$ cat config.mk
export PLATFORM = sky130hd
export DESIGN_NAME = vga_timing_gen_flat
export DESIGN_NICKNAME = d
export VERILOG_FILES = /design/src/rtl/vga_timing_gen_if.sv /design/src/rtl/vga_timing_gen.sv /design/src/flat_wrapper.sv
export SDC_FILE = /design/constraint.sdc
export NUM_CORES = 1
export LEC_CHECK = 0
export BUFFER_PORTS_ARGS = -buffer_cell sky130_fd_sc_hd__buf_2
export CAP_MARGIN = 25
export CORE_AREA = 2 2 61 63
export CTS_BUF_LIST = sky130_fd_sc_hd__clkbuf_2
export DETAILED_ROUTE_END_ITERATION = 8
export DIE_AREA = 0 0 63 65
export MAX_ROUTING_LAYER = met4
export PLACE_DENSITY_LB_ADDON = 0.05
export SYNTH_ARGS = -nofsm -noshare
export SYNTH_HDL_FRONTEND = slang
export SYNTH_SLANG_ARGS = --single-unit
$ cat constraint.sdc
create_clock -name clk_pix -period 2.05 [get_ports clk_pix]
set_input_delay 0.41 -clock clk_pix [delete_from_list [all_inputs] [get_ports clk_pix]]
set_output_delay 0.41 -clock clk_pix [all_outputs]
set_load 0.005 [all_outputs]
$ cat src/rtl/vga_timing_gen_if.sv
// vga_timing_gen_if
//   Raster-timing bundle carried from the VGA timing generator to the pad
//   drivers and the pixel-content blocks.
//
//   Signals:
//     hsync, vsync   sync pulses (polarity set by the generator)
//     de             visible-area flag
//     sx, sy         current pixel column / line, CW bits each
//     line_start     one-cycle pulse at sx==0
//     frame_start    one-cycle pulse at sx==0, sy==0
//     rgb            12-bit colour {R[3:0],G[3:0],B[3:0]}
//
//   Modports: master (generator drives), slave (consumers read).
interface vga_timing_gen_if #(
    parameter int CW = 10
);
    logic          hsync;
    logic          vsync;
    logic          de;
    logic [CW-1:0] sx;
    logic [CW-1:0] sy;
    logic          line_start;
    logic          frame_start;
    logic [11:0]   rgb;

    modport master (
        output hsync, vsync, de, sx, sy, line_start, frame_start, rgb
    );

    modport slave (
        input hsync, vsync, de, sx, sy, line_start, frame_start, rgb
    );
endinterface

$ cat src/rtl/vga_timing_gen.sv
// vga_timing_gen
//   VGA raster timing generator (640x480@60 by default) running on the
//   25 MHz pixel clock. Two counters walk the raster; every output is a
//   registered decode of the counter position, so the coordinate and all of
//   its decodes change on the same edge and the sync outputs are glitch-free.
//
//   Ports:
//     clk_pix    in   pixel clock, the only clock
//     btn_rst_n  in   synchronous active-low reset
//     vga        out  vga_timing_gen_if.master: hsync, vsync, de, sx, sy,
//                     line_start, frame_start, rgb
//
//   Build option:
//     VGA_TIMING_TEST_PATTERN_EN  when defined, rgb carries 8 vertical colour
//                                 bars; otherwise rgb is tied to zero and no
//                                 bar logic exists.
module vga_timing_gen #(
    parameter int H_ACTIVE = 640,
    parameter int H_FP     = 16,
    parameter int H_SYNC   = 96,
    parameter int H_BP     = 48,
    parameter int V_ACTIVE = 480,
    parameter int V_FP     = 10,
    parameter int V_SYNC   = 2,
    parameter int V_BP     = 33,
    parameter int SYNC_POL = 0,
    parameter int CW       = 10
) (
    input  logic             clk_pix,
    input  logic             btn_rst_n,
    vga_timing_gen_if.master vga
);

    localparam int H_TOTAL = H_ACTIVE + H_FP + H_SYNC + H_BP;
    localparam int V_TOTAL = V_ACTIVE + V_FP + V_SYNC + V_BP;

    localparam logic [CW-1:0] H_LAST   = CW'(H_TOTAL - 1);
    localparam logic [CW-1:0] V_LAST   = CW'(V_TOTAL - 1);
    localparam logic [CW-1:0] H_VIS    = CW'(H_ACTIVE);
    localparam logic [CW-1:0] V_VIS    = CW'(V_ACTIVE);
    localparam logic [CW-1:0] HS_BEGIN = CW'(H_ACTIVE + H_FP);
    localparam logic [CW-1:0] HS_END   = CW'(H_ACTIVE + H_FP + H_SYNC);
    localparam logic [CW-1:0] VS_BEGIN = CW'(V_ACTIVE + V_FP);
    localparam logic [CW-1:0] VS_END   = CW'(V_ACTIVE + V_FP + V_SYNC);

    localparam logic SYNC_ACT = (SYNC_POL != 0);

    // Raster position whose decodes are presented on the next edge.
    logic [CW-1:0] h_cnt;
    logic [CW-1:0] v_cnt;
    logic [CW-1:0] h_nxt;
    logic [CW-1:0] v_nxt;
    logic          h_last;

    logic          de_d;
    logic          hs_d;
    logic          vs_d;
    logic          ls_d;
    logic          fs_d;

    logic          hsync_q;
    logic          vsync_q;
    logic          de_q;
    logic [CW-1:0] sx_q;
    logic [CW-1:0] sy_q;
    logic          ls_q;
    logic          fs_q;
    logic [11:0]   rgb_q;

    always_comb begin
        h_last = (h_cnt == H_LAST);
        h_nxt  = h_cnt + CW'(1);
        v_nxt  = v_cnt;
        if (h_last) begin
            h_nxt = '0;
            if (v_cnt == V_LAST) begin
                v_nxt = '0;
            end else begin
                v_nxt = v_cnt + CW'(1);
            end
        end
    end

    // Decodes of the current counter position, registered below alongside
    // the coordinate itself so there is no latency between them.
    always_comb begin
        de_d = (h_cnt < H_VIS) && (v_cnt < V_VIS);
        hs_d = (h_cnt >= HS_BEGIN) && (h_cnt < HS_END);
        vs_d = (v_cnt >= VS_BEGIN) && (v_cnt < VS_END);
        ls_d = (h_cnt == '0);
        fs_d = (h_cnt == '0) && (v_cnt == '0);
    end

    always_ff @(posedge clk_pix) begin
        if (!btn_rst_n) begin
            h_cnt   <= '0;
            v_cnt   <= '0;
            sx_q    <= '0;
            sy_q    <= '0;
            de_q    <= 1'b0;
            ls_q    <= 1'b0;
            fs_q    <= 1'b0;
            hsync_q <= ~SYNC_ACT;
            vsync_q <= ~SYNC_ACT;
        end else begin
            h_cnt   <= h_nxt;
            v_cnt   <= v_nxt;
            sx_q    <= h_cnt;
            sy_q    <= v_cnt;
            de_q    <= de_d;
            ls_q    <= ls_d;
            fs_q    <= fs_d;
            hsync_q <= hs_d ? SYNC_ACT : ~SYNC_ACT;
            vsync_q <= vs_d ? SYNC_ACT : ~SYNC_ACT;
        end
    end

`ifdef VGA_TIMING_TEST_PATTERN_EN
    localparam int            BAR_W    = H_ACTIVE / 8;
    localparam logic [CW-1:0] BAR_LAST = CW'(BAR_W - 1);

    // bar_px/bar_idx track the same position as h_cnt: the pixel offset
    // inside the current bar and which bar it is. Past the visible area the
    // index simply wraps; de masks the colour there.
    logic [CW-1:0] bar_px;
    logic [2:0]    bar_idx;
    logic [11:0]   bar_rgb;

    always_comb begin
        bar_rgb = {{4{bar_idx[2]}}, {4{bar_idx[1]}}, {4{bar_idx[0]}}};
    end

    always_ff @(posedge clk_pix) begin
        if (!btn_rst_n) begin
            bar_px  <= '0;
            bar_idx <= '0;
            rgb_q   <= '0;
        end else begin
            if (h_last) begin
                // next position is sx==0: restart at the leftmost bar
                bar_px  <= '0;
                bar_idx <= '0;
            end else if (bar_px == BAR_LAST) begin
                bar_px  <= '0;
                bar_idx <= bar_idx + 3'd1;
            end else begin
                bar_px  <= bar_px + CW'(1);
            end
            rgb_q <= de_d ? bar_rgb : 12'h000;
        end
    end
`else
    assign rgb_q = 12'h000;
`endif

    assign vga.hsync       = hsync_q;
    assign vga.vsync       = vsync_q;
    assign vga.de          = de_q;
    assign vga.sx          = sx_q;
    assign vga.sy          = sy_q;
    assign vga.line_start  = ls_q;
    assign vga.frame_start = fs_q;
    assign vga.rgb         = rgb_q;

endmodule

$ cat src/flat_wrapper.sv
// flat-port wrapper written by rule: the top's interface ports become plain ports
module vga_timing_gen_flat 
#(
    parameter int H_ACTIVE = 640,
    parameter int H_FP     = 16,
    parameter int H_SYNC   = 96,
    parameter int H_BP     = 48,
    parameter int V_ACTIVE = 480,
    parameter int V_FP     = 10,
    parameter int V_SYNC   = 2,
    parameter int V_BP     = 33,
    parameter int SYNC_POL = 0,
    parameter int CW       = 10
)
  (clk_pix, btn_rst_n, vga_hsync, vga_vsync, vga_de, vga_sx, vga_sy, vga_line_start, vga_frame_start, vga_rgb);
  vga_timing_gen_if #(.CW(CW)) vga_i ();
  input  logic clk_pix;
  input  logic btn_rst_n;
  output wire logic [$bits(vga_i.hsync)-1:0] vga_hsync;
  output wire logic [$bits(vga_i.vsync)-1:0] vga_vsync;
  output wire logic [$bits(vga_i.de)-1:0] vga_de;
  output wire logic [$bits(vga_i.sx)-1:0] vga_sx;
  output wire logic [$bits(vga_i.sy)-1:0] vga_sy;
  output wire logic [$bits(vga_i.line_start)-1:0] vga_line_start;
  output wire logic [$bits(vga_i.frame_start)-1:0] vga_frame_start;
  output wire logic [$bits(vga_i.rgb)-1:0] vga_rgb;
  assign vga_hsync = vga_i.hsync;
  assign vga_vsync = vga_i.vsync;
  assign vga_de = vga_i.de;
  assign vga_sx = vga_i.sx;
  assign vga_sy = vga_i.sy;
  assign vga_line_start = vga_i.line_start;
  assign vga_frame_start = vga_i.frame_start;
  assign vga_rgb = vga_i.rgb;
  vga_timing_gen #(.H_ACTIVE(H_ACTIVE), .H_FP(H_FP), .H_SYNC(H_SYNC), .H_BP(H_BP), .V_ACTIVE(V_ACTIVE), .V_FP(V_FP), .V_SYNC(V_SYNC), .V_BP(V_BP), .SYNC_POL(SYNC_POL), .CW(CW)) u_core (.clk_pix(clk_pix), .btn_rst_n(btn_rst_n), .vga(vga_i));
endmodule
==> metrics.csv, run 1 <==
metric;value;unit
DR vias;1259;
sequence of cells on the critical path;ha_1 > and3_1 > nand3_4 > or4_1 > a21oi_1;
Synth warnings;0;
max-slew violation count;0;
layout cell share with drive strength beyond 1;18.2;%
Routed Wire Length;3.09;mm
Yosys cell types;33;
gpl congestion;0.853;
Port Buffers;26;
reg2reg path depth;5;
Clock transition at path regs;220;ps
dominant cell type by area after synthesis;dfxtp_1;
met2 Use GR;25.1;%
Clock Tree Root;clkbuf_2;
number of global-route vias before repair;1145;
most common cell in the netlist;dfxtp_1;
RSZ-0062 raised after global routing;false;
Sw Pwr;0.302;mW
# Post-CTS Setup Buffers;0;
CP required;2410;ps
Max clock buf depth;2;
Fin. Hold Viols;0;
1st-pass router iterations;4;
Starting DRT DRC Count;52;
CP Launch Type;flop;
Boundary Pins;39;
DPL Wire Length;2.14;mm
initial antenna violation count;0;
Synth Flop Type;dfxtp_1;
Filler cells;344;
clock share of power;32.9;%
TritonCTS Buffers;5;
Top Family by Delay on Critical Path;simple AND/OR/NAND/NOR gates;
Flop pwr share;63.7;%
met3 usage;5.03;%
Die H;65;microns
internal power;1.11;mW
Logic pwr share;3.4;%
Max rail drop VDD;0.499;mV
FF+latch count, synth;45;
Layout Nets;215;
PD cells;712;nW/um^2
core area;3500;sq um
first-pass GRT wire length;5.20;mm
GRT Max-Usage Layer;met2;
main area contributors after synthesis;dfxtp_1 (50%), and2_1 (8.4%), buf_4 (5.4%);
CP peak stage delay;550;ps
cell count after synthesis;182;
FF-to-FF End;u_core.v_cnt[7];
post_cts resized;0;
async set or reset register ratio after synthesis;0;%
count of final setup violators;0;
WP data arrival;2160;ps
WS Path Type;reg -> reg;
Mean Syn Cell Area;9.87;sq um
Die W;63;microns
Final Cycle Share;87.7;%
mapped cell area;1800;sq um
Min-Delay Path Class;in -> reg;
slowest CP cell;or4_1;
htree depth;2;
Final Util;56.6;%
drt via density;4.90;
Synth top area share;50.2;%
total negative setup slack;0;ps
Initial Util;51.4;%
M1 GR Usage;21.6;%
register area share after synthesis;50.2;%
largest net degree at the start of global routing;30;
Worst setup startpoint;u_core.h_cnt[0];
synth cell count leaders;dfxtp_1 (45), and2_1 (24), nor2_1 (14), buf_4 (13), nand3_1 (10);
Post-synth EDFFs;0;
Antenna Nets Post-Route;0;
final worst path period need;1800;ps
Worst-Skew Late Latency;410;ps
FMAX;556;MHz
ant diodes;0;
Hold Buf Count CTS;0;
row count;22;
CP endpoint kind;flop;
Sinks on Clock Net;45;
DRC;0;
Worst Skew;20.3;ps
Buf/Inv on CP;0;
status;finished, final reports clean;
setup slack, reg-to-reg;250;ps
die area;4100;sq um
startpoint of the worst register-to-register path;u_core.h_cnt[0];
GRT Residual Overflow;0;
area added between synthesis and finish;10.2;%
static leakage;0.859;nW
CTS tree;built;
GRT Total Usage;16.8;%
Avg WL per Cell;12.0;microns
Switching Share;21.4;%
stages on the worst setup path;5;
max_cap viols;0;
critical path peak fanout;17;
Worst Setup EP;u_core.v_cnt[7];
## placed cells by master, fill, tap and decap left out, drive strengths merged, types with 5 or more instances in the layout
cell    synthesis  final
a21oi           5      5
conb            1     12
xnor2           7      7
dfxtp          45     45
and3            5      5
clkbuf          3      5
nor2           14     14
buf            16     28
nand3          11     11
inv             5      5
and2           24     24
## logic make-up after synthesis
logic type	after synthesis	synth area share, %
simple gates	82	28.1
xor+xnor	11	5.37
buf+inv	24	7.94
fa+ha+maj	4	2.79
mux	1	0.558
other cells	1	0.209
compound gates	14	4.88
flops	45	50.2
## routing by layer
metal,routed length (microns),vias up
li1,-,647
met1,1590,578
met2,1300,30
met3,154,4
met4,38,0
met5,0,-
## power groups by stage
stage / sequential (mW) / combinational [mW] / clock [mW]
final: 0.898 / 0.0476 / 0.463
after global routing: 0.901 / 0.0549 / 0.521
after CTS: 0.898 / 0.0481 / 0.478
after detailed placement: 0.915 / 0.0471 / 0
after global placement: 0.914 / 0.0470 / 0
after floorplan: 0.915 / 0.0454 / 0
## sequential cells by signal, summed over array words and instances, names as in the netlist
name and flops:
u_core.vga.de 1, u_core.vga.line_start 1, u_core.vga.sy 10, u_core.h_cnt 10
u_core.vga.vsync 1, u_core.vga.sx 10, u_core.vga.hsync 1, u_core.v_cnt 10
u_core.vga.frame_start 1
## area by class of cell
class                   instances  area [sq um]  area share, %
inverters                       5          18.8          0.949
clock inverters                 2          35.0           1.77
well taps                      48          60.1           3.04
multi-input cells             124           793           40.1
flip-flops and latches         45           901           45.5
repair buffers                 28           145           7.34
clock buffers                   5          25.0           1.27
## worst min-delay path by stage
stage                    start                to  slack [ps]  cells past startpoint
2_1_floorplan  u_core.v_cnt[8]  u_core.vga.vsync         400                      1
3_3_place_gp   u_core.v_cnt[8]  u_core.vga.vsync         460                      1
3_5_place_dp   u_core.v_cnt[8]  u_core.vga.vsync         460                      1
4_1_cts              btn_rst_n   u_core.v_cnt[6]         410                      2
5_1_grt              btn_rst_n   u_core.v_cnt[6]         410                      2
6_report             btn_rst_n   u_core.v_cnt[6]         410                      2
## through the flow
step | total power [mW] | cell area, sq um | hold slack, ps | setup WS [ps] | std cells
3_3_place_gp | 0.961 | 1920 | 460 | 344 | 250
6_report | 1.41 | 1980 | 409 | 251 | 257
5_1_grt | 1.48 | 1980 | 409 | 128 | 257
2_1_floorplan | 0.961 | 1840 | 404 | 435 | 193
3_5_place_dp | 0.962 | 1920 | 456 | 282 | 250
4_1_cts | 1.42 | 1980 | 406 | 254 | 257
Power figures use the tool's default switching activity.
==> run 2, diff against run 1 <==
--- a/config.mk
+++ b/config.mk
@@ -12,7 +12,7 @@
 export DETAILED_ROUTE_END_ITERATION = 8
 export DIE_AREA = 0 0 63 65
 export MAX_ROUTING_LAYER = met4
-export PLACE_DENSITY_LB_ADDON = 0.05
+export PLACE_DENSITY = 0.75
 export SYNTH_ARGS = -nofsm -noshare
 export SYNTH_HDL_FRONTEND = slang
 export SYNTH_SLANG_ARGS = --single-unit
==> run 2 against run 1 <==
Global-route usage down 0.67 points. Core utilization decreased by 0.36 points. Clock-buffer cell count rose by 1. Critical path depth unchanged. Sequential power is essentially flat. Combinational power grew 1%. Via count decreased by 1.7%. Worst setup slack lost 12 ps. Clock skew is 5.1 ps lower. Routed wire length shrank 10%. Critical endpoint is now u_core.v_cnt[9].
==> metrics.csv, run 2 (same netlist as run 1, synthesis figures left out) <==
metric;value;unit;change
status;finished, final reports clean;;
Min-Delay Path Class;in -> reg;;
Antenna Nets Post-Route;0;;unchanged
Initial Util;51.4;%;unchanged
sequence of cells on the critical path;ha_1 > and3_1 > nand3_4 > or4_1 > a21oi_1;;
met2 Use GR;25.5;%;+0.40 points
CP Launch Type;flop;;
post_cts resized;0;;unchanged
WP data arrival;2150;ps;about the same
htree depth;2;;unchanged
Switching Share;22.8;%;+1.3 points
max-slew violation count;0;;unchanged
DR vias;1238;;-1.7%
Final Cycle Share;88.3;%;+0.59 points
Die W;63;microns;unchanged
startpoint of the worst register-to-register path;u_core.h_cnt[0];;
gpl congestion;0.896;;+5.0%
Clock transition at path regs;200;ps;-20 ps
GRT Residual Overflow;0;;unchanged
row count;22;;unchanged
CP required;2390;ps;-20 ps
slowest CP cell;or4_1;;
Top Family by Delay on Critical Path;simple AND/OR/NAND/NOR gates;;
largest net degree at the start of global routing;30;;unchanged
initial antenna violation count;0;;unchanged
Max rail drop VDD;0.283;mV;-43%
commonest non-fill, non-tap cell in the layout;dfxtp_1;;
die area;4100;sq um;unchanged
Sinks on Clock Net;45;;unchanged
Starting DRT DRC Count;53;;+1.9%
first-pass GRT wire length;5.00;mm;-3.8%
count of final setup violators;0;;unchanged
final worst path period need;1810;ps;+12.2 ps
ant diodes;0;;unchanged
max_cap viols;0;;unchanged
static leakage;0.857;nW;-0.15%
M1 GR Usage;19.3;%;-2.4 points
Hold WS;435;ps;+25.1 ps
Buf/Inv on CP;0;;unchanged
number of global-route vias before repair;1128;;-1.5%
drt via density;4.78;;-2.4%
RSZ-0062 raised after global routing;false;;
most frequent cells in the layout;dfxtp_1 (45), buf_2 (26), and2_1 (24);;
final non-filler cell total;259;;+0.78%
Avg WL per Cell;10.7;microns;-11%
Clock Tree Root;clkbuf_2;;
GRT Total Usage;16.1;%;-0.67 points
Layout Nets;216;;+0.47%
core area;3500;sq um;unchanged
met3 usage;3.13;%;-1.9 points
placed instance count;251;;+0.40%
PD cells;655;nW/um^2;-8.0%
Routed Wire Length;2.78;mm;-10%
area added between synthesis and finish;9.48;%;
Worst-Skew Late Latency;400;ps;about the same
Hold Buf Count CTS;0;;unchanged
FMAX;552;MHz;-0.67%
GRT Max-Usage Layer;met2;;
Boundary Pins;39;;unchanged
Logic pwr share;3.7;%;+0.3 points
Port Buffers;26;;unchanged
1st-pass router iterations;4;;unchanged
worst hold start;btn_rst_n;;
Sw Pwr;0.293;mW;-2.9%
internal power;0.995;mW;-10%
TritonCTS Buffers;5;;unchanged
Worst Skew;15.3;ps;-5.08 ps
CP peak stage delay;540;ps;about the same
Worst setup startpoint;u_core.h_cnt[0];;
DPL Wire Length;1.93;mm;-9.5%
CP endpoint kind;flop;;
total negative setup slack;0;ps;unchanged
layout cell share with drive strength beyond 1;19.0;%;+0.78 points
DRC;0;;unchanged
Max clock buf depth;2;;unchanged
WS Path Type;reg -> reg;;
clock share of power;26.6;%;-6.3 points
Flop pwr share;69.7;%;+6.0 points
critical path peak fanout;17;;unchanged
CTS tree;built;;
Filler cells;351;;+2.0%
# Post-CTS Setup Buffers;0;;unchanged
Fin. Hold Viols;0;;unchanged
Die H;65;microns;unchanged
==> run 2: power by group through the flow <==
stage	Sequential, mW	Combinational (mW)	Clock, mW
4_1_cts	0.898	0.0485	0.358
3_5_place_dp	0.916	0.0477	0
2_1_floorplan	0.915	0.0454	0
6_report	0.898	0.0481	0.342
5_1_grt	0.901	0.0552	0.390
3_3_place_gp	0.915	0.0481	0
==> run 2: area by class of cell <==
class | count | area (sq um) | area share, %
tap | 48 | 60.1 | 3.06
multi-input combinational | 124 | 793 | 40.4
clock buffer | 6 | 30.0 | 1.53
sequential | 45 | 901 | 45.8
clock inverter | 2 | 10.0 | 0.509
inverter | 5 | 18.8 | 0.955
timing repair buffer | 29 | 153 | 7.77
==> run 2: final timing paths <==
check / slack, ps / endpoint / cells after the start
worst min-delay path: 430 / u_core.v_cnt[6] / 2
worst max register to register: 240 / u_core.v_cnt[9] / 5
worst max-delay path: 240 / u_core.v_cnt[9] / 5
worst min register to register: 460 / u_core.vga.vsync / 1
==> run 2: routing by layer <==
metal	part of all wire, %	wire (microns)	vias to the layer above
met3	4.8	133	7
met2	45	1240	32
li1	-	-	645
met5	0	0	-
met1	48	1350	554
met4	2.0	56	0
==> run 2: per-stage QoR <==
step | instance area (sq um) | power (mW) | utilization (%) | worst slack, ps
3_3_place_gp | 1930 | 0.963 | 55.1 | 350
2_1_floorplan | 1840 | 0.961 | - | 435
6_report | 1970 | 1.29 | 56.2 | 239
4_1_cts | 1970 | 1.30 | 56.2 | 246
5_1_grt | 1970 | 1.35 | 56.2 | 62.9
3_5_place_dp | 1930 | 0.963 | 55.1 | 294
==> run 3, diff against run 2 <==
--- a/config.mk
+++ b/config.mk
@@ -7,10 +7,11 @@
 export LEC_CHECK = 0
 export BUFFER_PORTS_ARGS = -buffer_cell sky130_fd_sc_hd__buf_2
 export CAP_MARGIN = 25
-export CORE_AREA = 2 2 61 63
+export CORE_AREA = 5 5 64 66
 export CTS_BUF_LIST = sky130_fd_sc_hd__clkbuf_2
 export DETAILED_ROUTE_END_ITERATION = 8
-export DIE_AREA = 0 0 63 65
+export DIE_AREA = 0 0 69 71
+export GPL_TIMING_DRIVEN = 0
 export MAX_ROUTING_LAYER = met4
 export PLACE_DENSITY = 0.75
 export SYNTH_ARGS = -nofsm -noshare
==> run 3 against run 2 <==
Clock skew shrank 7.6 ps. Combinational power grew 35%. Global-route usage shrank 2.8 points. Register-to-register slack gained 30 ps. Worst setup slack gained 27 ps. Via count grew 4.4%. Sequential cell count is the same. Routed wire length grew 10%. Worst hold slack lost 120 ps. Critical path depth grew 1. Clock-buffer cell count shrank 1. Core utilization grew 3.3 points. Critical path type unchanged. Largest cell class unchanged. Largest power group unchanged. Highest routed layer unchanged.
==> metrics.csv, run 3 (same netlist as run 1, synthesis figures left out) <==
metric;value;unit;change
Clock Tree Root;clkbuf_2;;
PD cells;676;nW/um^2;+3.2%
WP data arrival;2120;ps;-30 ps
Switching Share;20.9;%;-1.9 points
critical path peak fanout;8;;-9
Starting DRT DRC Count;140;;+160%
Final Util;59.5;%;+3.3 points
worst hold start;btn_rst_n;;
Initial Util;51.0;%;-0.40 points
area added between synthesis and finish;16.7;%;
most frequent cells in the layout;dfxtp_1 (45), buf_2 (29), and2_1 (24);;
setup slack, reg-to-reg;270;ps;+30 ps
TritonCTS Buffers;5;;unchanged
status;finished, final reports clean;;
Flop pwr share;63.4;%;-6.3 points
initial antenna violation count;0;;unchanged
number of global-route vias before repair;1145;;+1.5%
1st-pass router iterations;4;;unchanged
Boundary Pins;39;;unchanged
static leakage;0.937;nW;+9.3%
CP endpoint kind;flop;;
die area;4900;sq um;+20%
Avg WL per Cell;11.2;microns;+4.0%
htree depth;2;;unchanged
GRT Total Usage;13.3;%;-2.8 points
CP required;2390;ps;about the same
commonest non-fill, non-tap cell in the layout;dfxtp_1;;
total negative setup slack;0;ps;unchanged
Die H;71;microns;+9.2%
RSZ-0062 raised after global routing;false;;
Hold Crit Endpoint;u_core.vga.line_start;;
CP Launch Type;flop;;
Worst Skew;7.71;ps;-7.56 ps
Die W;69;microns;+9.5%
Layout Nets;232;;+7.4%
Routed Wire Length;3.06;mm;+10%
Sinks on Clock Net;45;;unchanged
Hold WS;310;ps;-124 ps
first-pass GRT wire length;5.20;mm;+3.9%
Sw Pwr;0.296;mW;+0.98%
clock share of power;32.1;%;+5.5 points
FF-to-FF End;u_core.v_cnt[7];;
GRT Residual Overflow;0;;unchanged
Fin. Hold Viols;0;;unchanged
DPL Wire Length;2.23;mm;+15%
ant diodes;0;;unchanged
max_cap viols;0;;unchanged
Final Cycle Share;87.0;%;-1.3 points
DRC;0;;unchanged
Min-Delay Path Class;in -> reg;;
Logic pwr share;4.6;%;+0.9 points
CTS tree;built;;
internal power;1.12;mW;+13%
post_cts resized;0;;unchanged
FMAX;561;MHz;+1.5%
Worst-Skew Late Latency;390;ps;about the same
Max rail drop VDD;0.261;mV;-7.6%
Antenna Nets Post-Route;0;;unchanged
drt via density;4.72;;-1.3%
Hold Buf Count CTS;0;;unchanged
DR vias;1293;;+4.4%
gpl congestion;0.812;;-9.4%
WS Path Type;reg -> reg;;
count of final setup violators;0;;unchanged
Max clock buf depth;2;;unchanged
# Post-CTS Setup Buffers;0;;unchanged
final worst path period need;1780;ps;-27.2 ps
max-slew violation count;0;;unchanged
Clock transition at path regs;200;ps;about the same
startpoint of the worst register-to-register path;u_core.h_cnt[0];;
largest net degree at the start of global routing;14;;-53%
Port Buffers;26;;unchanged
core area;3520;sq um;+0.79%
row count;22;;unchanged
reg2reg path depth;6;;+1
Worst Hold Depth;2;;unchanged
layout cell share with drive strength beyond 1;23.0;%;+4.1 points
[run 3: worst max-delay path by stage]
stage	start	end	slack [ps]
after CTS	u_core.h_cnt[0]	u_core.v_cnt[1]	150
after global routing	u_core.h_cnt[1]	u_core.v_cnt[7]	150
after floorplan	u_core.h_cnt[0]	u_core.v_cnt[0]	430
after global placement	u_core.h_cnt[0]	u_core.v_cnt[5]	170
after detailed placement	u_core.h_cnt[0]	u_core.v_cnt[1]	170
final	u_core.h_cnt[0]	u_core.v_cnt[7]	270
[run 3: area by class of cell]
type	count	area (sq um)
repair buffers	26	130
inverters	5	18.8
well taps	48	60.1
clock buffers	5	25.0
plain buffers	19	124
flip-flops and latches	45	901
clock inverters	2	35.0
multi-input cells	124	802
fillers	314	1430
[run 3: critical path: stages (launching register included)]
cell	delay [ps]
dfxtp_1	450
ha_1	200
and3_1	140
buf_4	140
nand3_4	120
or4_1	520
a21oi_1	150
[run 3: stage by stage]
step / power [mW] / setup slack (ps) / cells / cell area (sq um)
5_1_grt: 1.47 / 152 / 274 / 2100
3_5_place_dp: 0.979 / 169 / 267 / 2030
4_1_cts: 1.43 / 153 / 274 / 2090
2_1_floorplan: 0.961 / 435 / 193 / 1840
6_report: 1.42 / 266 / 274 / 2100
3_3_place_gp: 0.978 / 171 / 267 / 2030
[run 3: layer usage]
| layer | share of wire, % | up-vias | global-route usage [%] |
|---|---|---|---|
| met5 | 0 | - | - |
| met1 | 48 | 564 | 15.8 |
| li1 | - | 679 | - |
| met2 | 44 | 45 | 20.1 |
| met3 | 6.9 | 5 | 5.54 |
| met4 | 1.9 | 0 | 5.21 |
[run 3: power groups by stage]
stage / Clock, mW / Sequential, mW / Combinational, mW
detailed placement: 0 / 0.915 / 0.0639
global route: 0.492 / 0.901 / 0.0741
finish: 0.454 / 0.898 / 0.0649
CTS: 0.468 / 0.898 / 0.0640
floorplan: 0 / 0.915 / 0.0454
global placement: 0 / 0.916 / 0.0629
